<file path="src/rtl/mem_seq_ctrl.sv">
// mem_seq_ctrl
// Sequencer for the CPU memory-interface registers. It runs one instruction
// fetch, data load or data store per request. It drives the MAR/MDR/IR load
// enables and the MOV/RW/MOC memory handshake. The wait for MOC is bounded.
//
// Ports:
//   CLK     clock; all state changes on the rising edge
//   RSTn    asynchronous active-low reset
//   REQ     start request, sampled only in IDLE
//   OP[1:0] 00 fetch, 01 load, 10 store, 11 illegal (sampled with REQ)
//   MOC     memory operation complete
//   MARLd   MAR load enable
//   MDRLd   MDR load enable
//   MDRSel  MDR source select: 0 memory data, 1 datapath store data
//   IRLd    IR load enable
//   MOV     memory operation valid
//   RW      1 read, 0 write (meaningful while MOV=1)
//   BUSY    high in every state except IDLE
//   DONE    one-cycle completion pulse
//   ERR     with DONE: request was illegal or timed out
//   ERRCNT  saturating timeout counter
module mem_seq_ctrl #(
    parameter int TIMEOUT = 15
) (
    input  logic       CLK,
    input  logic       RSTn,
    input  logic       REQ,
    input  logic [1:0] OP,
    input  logic       MOC,
    output logic       MARLd,
    output logic       MDRLd,
    output logic       MDRSel,
    output logic       IRLd,
    output logic       MOV,
    output logic       RW,
    output logic       BUSY,
    output logic       DONE,
    output logic       ERR,
    output logic [7:0] ERRCNT
);

    localparam int CNT_W = $clog2(TIMEOUT + 1);
    localparam logic [CNT_W-1:0] WAIT_LAST = CNT_W'(TIMEOUT - 1);

    localparam logic [1:0] OP_FETCH = 2'b00;
    localparam logic [1:0] OP_STORE = 2'b10;
    localparam logic [1:0] OP_ILL   = 2'b11;

    typedef enum logic [2:0] {
        IDLE,
        ADDR,
        MEM,
        LATCH,
        FIN
    } state_t;

    state_t           state;
    state_t           state_nx;
    logic [1:0]       op_q;
    logic             err_q;
    logic [CNT_W-1:0] wait_cnt;
    logic [7:0]       errcnt_q;

    function automatic logic [7:0] sat_inc8(input logic [7:0] v);
        return (v == 8'hFF) ? v : v + 8'd1;
    endfunction

    // This MEM cycle has no MOC and is the last one allowed.
    logic timeout_hit;
    assign timeout_hit = (state == MEM) && !MOC && (wait_cnt == WAIT_LAST);

    always_ff @(posedge CLK or negedge RSTn) begin
        if (!RSTn) begin
            state <= IDLE;
        end else begin
            state <= state_nx;
        end
    end

    always_comb begin
        state_nx = state;
        MARLd    = 1'b0;
        MDRLd    = 1'b0;
        MDRSel   = 1'b0;
        IRLd     = 1'b0;
        MOV      = 1'b0;
        RW       = 1'b0;
        DONE     = 1'b0;
        ERR      = 1'b0;
        case (state)
            IDLE: begin
                if (REQ) begin
                    state_nx = (OP == OP_ILL) ? FIN : ADDR;
                end
            end
            ADDR: begin
                MARLd = 1'b1;
                if (op_q == OP_STORE) begin
                    MDRLd  = 1'b1;
                    MDRSel = 1'b1;
                end
                state_nx = MEM;
            end
            MEM: begin
                MOV = 1'b1;
                RW  = (op_q != OP_STORE);
                if (MOC) begin
                    // Read data is captured into the MDR in the same cycle MOC arrives.
                    if (op_q != OP_STORE) begin
                        MDRLd = 1'b1;
                    end
                    state_nx = (op_q == OP_FETCH) ? LATCH : FIN;
                end else if (timeout_hit) begin
                    state_nx = FIN;
                end
            end
            LATCH: begin
                IRLd     = 1'b1;
                state_nx = FIN;
            end
            FIN: begin
                DONE     = 1'b1;
                ERR      = err_q;
                state_nx = IDLE;
            end
            default: state_nx = IDLE;
        endcase
    end

    always_ff @(posedge CLK or negedge RSTn) begin
        if (!RSTn) begin
            op_q     <= 2'b00;
            err_q    <= 1'b0;
            wait_cnt <= '0;
            errcnt_q <= 8'd0;
        end else begin
            case (state)
                IDLE: begin
                    if (REQ) begin
                        op_q  <= OP;
                        err_q <= (OP == OP_ILL);
                    end
                end
                ADDR: wait_cnt <= '0;
                MEM: begin
                    // The count stops at TIMEOUT, so it fits the counter width.
                    if (!MOC) begin
                        wait_cnt <= wait_cnt + CNT_W'(1);
                    end
                    if (timeout_hit) begin
                        err_q    <= 1'b1;
                        errcnt_q <= sat_inc8(errcnt_q);
                    end
                end
                FIN:     err_q <= 1'b0;
                default: ;
            endcase
        end
    end

    assign BUSY   = (state != IDLE);
    assign ERRCNT = errcnt_q;

endmodule

</file>
<file path="config.mk">
export PLATFORM = sky130hd
export DESIGN_NAME = mem_seq_ctrl
export DESIGN_NICKNAME = d
export VERILOG_FILES = /design/src/rtl/mem_seq_ctrl.sv
export SDC_FILE = /design/constraint.sdc
export NUM_CORES = 1
export LEC_CHECK = 0
export CAP_MARGIN = 20
export CORE_ASPECT_RATIO = 1.25
export CORE_MARGIN = 5
export CORE_UTILIZATION = 35
export CTS_BUF_LIST = sky130_fd_sc_hd__clkbuf_16
export CTS_CLUSTER_SIZE = 12
export DETAILED_ROUTE_END_ITERATION = 16
export PLACE_DENSITY = 0.72
export SYNTH_ARGS = -nofsm -noshare
export SYNTH_HDL_FRONTEND = slang
export SYNTH_SLANG_ARGS = --single-unit
</file>
<file path="constraint.sdc">
create_clock -name CLK -period 1.7 [get_ports CLK]
set_input_delay 0.34 -clock CLK [delete_from_list [all_inputs] [get_ports CLK]]
set_output_delay 0.34 -clock CLK [all_outputs]
set_load 0.1 [all_outputs]
</file>
Word level (Yosys, flattened, before mapping)
Index checks and enable logic that the tools add are counted.

word-level totals
  register bits after elaboration = 18
  input port bits = 6
  word-level logic and storage cells = 56

cells by class
  $add $sub $neg = 2
  eq/ne operators = 13
  mux-type cells = 22
  bitwise logic cells = 1
  reductions and logical operators = 13

operators with widths
  operator               number
  $mux W3                5
  $mux W1                12
  $pmux W3 S4            1
  $add A8 B1 Y8 const B  1
  $eq A8 B8 Y1 const B   1
  $ne A2 B2 Y1 const B   4
  $pmux W4 S2            1
  $eq A3 B2 Y1 const B   2
  $reduce_and A2 Y1      3
  $reduce_and A3 Y1      2
  $reduce_bool A3 Y1     2
  $add A4 B1 Y4 const B  1
  $eq A2 B2 Y1 const B   2
  $eq A4 B4 Y1 const B   1
  $mux W4                1
  $eq A3 B1 Y1 const B   1
  $eq A3 B3 Y1 const B   1
  $logic_not A3 Y1       1
  $ne A3 B3 Y1 const B   1
  $pmux W1 S3            1
  $logic_and A1 B1 Y1    2
  $logic_not A2 Y1       1
  $pmux W1 S2            1
  $reduce_bool A2 Y1     1
  other kinds (2)        2

Longest topological paths before layout
  depth in word-level cells = 6
  mapped depth = 6
  gate-level depth less buffers = 6

Worst setup path after synthesis
OpenSTA, ideal clock, no wires.

  kind = register to output
  start point = register state[2]
  end point = output MDRLd
  arrival time = 6.166 ns
  slack = -4.806 ns
  stages on the path, launching flop included = 5
  cell sequence = dfrtp_1 > buf_2 > nor3b_1 > a21boi_0 > a21o_1

between the ends
  longest elaborated chain between the ends = 2
  elaborated cells on any way between the ends = 3

RTL lines
  what                                                 line  text
  start: declaration                                   57    state_t state;
  start signal: assignment                             76    state <= state_nx;
  $eq A3 B2 Y1 / $eq A3 B1 Y1 (equally long branches)  90    case (state)
  $pmux W1 S2 *                                        90
  end: declaration                                     31    output logic MDRLd,

Every way passes the cells marked *; elsewhere a longest branch is shown, timed or not.

Worst setup path in the final report
  start point = register state[0]
  end point = output MDRLd

The elaborated chain is that of the path after synthesis.

==> results.sh <==
export IMPL_run_status="finished with violations"
export IMPL_failing_checks="negative setup slack"
export IMPL_syn_warnings=0
export IMPL_die_height_um=70.09
export IMPL_ios=23
export IMPL_place_inst=169
export IMPL_timing_hold_violations_final=0
export IMPL_setup_violations_final=14
export IMPL_post_route_worst_setup_slack_ns=-0.1629
export IMPL_syn_inst=99
export IMPL_crit_required_ns=1.36
export IMPL_post_synth_num_cell_types=31
export IMPL_critical_path_startpoint_type="flop"
export IMPL_post_route_cells_drive_above_1_share_pct=52.41
export IMPL_die_w_um=58.07
export IMPL_relSlewSlack_pct=77.79
export IMPL_clkPwrFrac_pct=17.4
export IMPL_cts_buffers=3
export IMPL_mostFrequentLayoutCells="sky130_fd_sc_hd__buf_12, sky130_fd_sc_hd__buf_4, sky130_fd_sc_hd__dfrtp_1"
export IMPL_final_nets=155
export IMPL_layout_area_seq_um2=465.4
export IMPL_maxClockFrequency_mhz=536.8
export IMPL_num_fill_cells=196
export IMPL_criticalPathCategory="reg -> out"
export IMPL_worst_r2r_cell_count=5
export IMPL_placement_setup_worst_slack_ns=-0.3789
export IMPL_p_total_mw=2.793
export IMPL_synth_seq_cells=18
export IMPL_grt_start_max_net_pins=19
export IMPL_critPathCaptureType="primary output"
export IMPL_area_growth_from_synthesis_to_final_layout_pct=80.32
export IMPL_intPower_mw=1.567
export IMPL_period_share_pct=109.6
export IMPL_grt_pass1_vias=1053
export IMPL_vias_per_inst=5.207
export IMPL_fin_util_pct=66.71
export IMPL_power_ir_vdd_worst_mv=1.126
export IMPL_yosysSeqAreaShare_pct=44.55
export IMPL_post_synth_main_area_contributors="sky130_fd_sc_hd__dfrtp_1, sky130_fd_sc_hd__mux2_2, sky130_fd_sc_hd__ha_1"
export IMPL_synth_cell_area_um2=1011
export IMPL_clock_skew_ns=0.001371
export IMPL_power_share_sequential_pct=21.0
export IMPL_groute_usage_overall_pct=15.18
export IMPL_finalMaxSlewViolations=0
export IMPL_timing_worst_slew_pin_value_ns=0.3320
export IMPL_instances_no_fill=179
export IMPL_timing_critical_path_arrival_ns=1.52
export IMPL_clk_latency_ns=0.25
export IMPL_num_antenna_cells=0
export IMPL_wire_per_inst_um=15.68
export IMPL_synthesis_area_per_instance_um2=10.21
export IMPL_final_min_clock_period_ns=1.863
export IMPL_worst_path_largest_cell_delay_ns=0.41
export IMPL_worst_path_max_delay_cell="sky130_fd_sc_hd__dfrtp_1"
export IMPL_multi_input_area_um2=633.1
export IMPL_r2r_setup_slack_ns=-0.09
export IMPL_clk_root_buffer_cell="sky130_fd_sc_hd__clkbuf_16"
export IMPL_die_area_um2=4070
export IMPL_switching_share_pct=43.88
export IMPL_drcViolationCount=0
export IMPL_max_cap_violations=0
export IMPL_cts_htree_levels=1
export IMPL_clk_path_buf_depth=2
export IMPL_regToRegEndpoint="ERRCNT[3]"
export IMPL_clk_pin_slew_worst_paths_ns=0.05
export IMPL_globalRoute_totalOverflow=0
export IMPL_drt_iter0_markers=22
export IMPL_drt_antenna_violating_nets=0
export IMPL_powerDensity_nw_per_um2=1532
export IMPL_synth_top_cell_area_share_pct=44.55
export IMPL_leakagePower_nw=0.7755
export IMPL_detailed_place_hpwl_mm=1.932
export IMPL_vias=932
export IMPL_cts_tree="done"
export IMPL_cts_num_sinks=18
export IMPL_detail_route_first_pass_iterations=4
export IMPL_mappedNetlistNets=108
export IMPL_grt_antenna_before_repair=0
export IMPL_core_rowCount=21
export IMPL_grt_first_pass_wirelength_mm=4.809
export IMPL_switchingPower_mw=1.226
export IMPL_totalWireLength_mm=2.806
export IMPL_rsz0062_at_grt="yes"
export IMPL_buffer_ports_inserted=22
export IMPL_timing_hold_worst_class="in -> async"
export IMPL_crit_path_cell_trace="buf_6 > nor3b_4 > a21boi_4 > a21o_4 > buf_12"
export IMPL_netlist_top_cell_by_area="sky130_fd_sc_hd__dfrtp_1"
export IMPL_gp_congestion=0.7371
export IMPL_design_core_area_um2=2733
export IMPL_critical_path_reg2reg_startpoint="state[0]"
export IMPL_combPwrFrac_pct=61.6
export IMPL_initial_utilization_pct=37.00
export IMPL_critical_path_peak_fanout=5
[layer usage]
layer  vias up  global-route usage, %  wire (um)
met5         -                      0          0
met4         0                  9.794         94
met3         9                  2.210         79
met2        26                  25.38       1463
met1       457                  17.56       1170
li1        440                      -          -
[how the worst max path moves through the flow]
stage                        start         to  slack [ns]  cells after the start
after global routing      state[0]      MDRLd       -0.21                      5
final                     state[0]      MDRLd       -0.16                      5
after global placement         MOC  ERRCNT[1]       -0.37                      4
after floorplan           state[2]      MDRLd       -1.19                      4
after detailed placement       MOC  ERRCNT[7]       -0.38                      5
after CTS                 state[2]      MDRLd       -0.16                      5
[critical path, delay by kind of cell, from the launching register on]
family	cells	cell delay, ns
AO/OA/AOI/OAI	2	0.36
AND/OR/NAND/NOR	1	0.19
buffers and inverters	2	0.31
flip-flops	1	0.41
[what timing repair did]
action	CTS	global route
endpoints found under the hold margin	0	0
pin swaps	4	9
buffers inserted	6	3
endpoints found under the setup margin	15	19
hold buffers	0	0
resized for setup	9	9
[power groups by stage]
stage | combinational, mW | sequential, mW | clock [mW]
3_5_place_dp | 1.55 | 0.585 | 0
6_report | 1.72 | 0.586 | 0.486
4_1_cts | 1.64 | 0.583 | 0.494
2_1_floorplan | 1.02 | 0.577 | 0
5_1_grt | 1.81 | 0.596 | 0.514
3_3_place_gp | 1.51 | 0.579 | 0
[metrics by stage]
step / hold slack (ns) / TNS [ns] / area (um2)
3_3_place_gp: 0.4828 / -2.697 / 1640
3_5_place_dp: 0.4947 / -2.815 / 1640
6_report: 0.4218 / -0.8963 / 1823
2_1_floorplan: 0.04441 / -3.698 / 1114
5_1_grt: 0.4409 / -1.899 / 1823
4_1_cts: 0.4315 / -0.7605 / 1788
[cell type report]
| type | instances | area share, % |
|---|---|---|
| Clock buffer | 3 | 4.118 |
| Multi-Input combinational cell | 73 | 34.73 |
| Sequential cell | 18 | 25.53 |
| Timing Repair Buffer | 45 | 32.05 |
| Clock inverter | 1 | 0.2059 |
| Inverter | 5 | 1.030 |
| Tap cell | 34 | 2.334 |
[cell usage after synthesis (all sizes together)]
master  instances
xnor2           4
inv             5
mux2i           1
a21boi          3
xor2            3
nor3            4
and2            1
nand2b          3
a211oi          2
and3            3
dfrtp          18
nor2b           1
a22oi           1
mux2            5
a21o            1
nand3           3
nand2           9
nor4b           1
nor2            8
or4b            1
o21ai           4
buf             3
nor3b           4
o22ai           1
and4            1
ha              3
nand4           4
o21a            1
a31oi           1
[cells by family after synthesis]
logic type | share of synthesized area, %
flip-flops | 44.55
AO/OA/AOI/OAI | 10.40
multiplexers | 6.559
AND/OR/NAND/NOR | 24.75
XOR/XNOR | 6.064
buffers and inverters | 3.961
adder cells (fa/ha/maj) | 3.713
[flip-flops by register name, summed over array words and instances, names as in the netlist]
register	count
op_q	2
ERRCNT	8
err_q	1
state	3
wait_cnt	4
No activity file was read; power rests on OpenSTA's default activity.
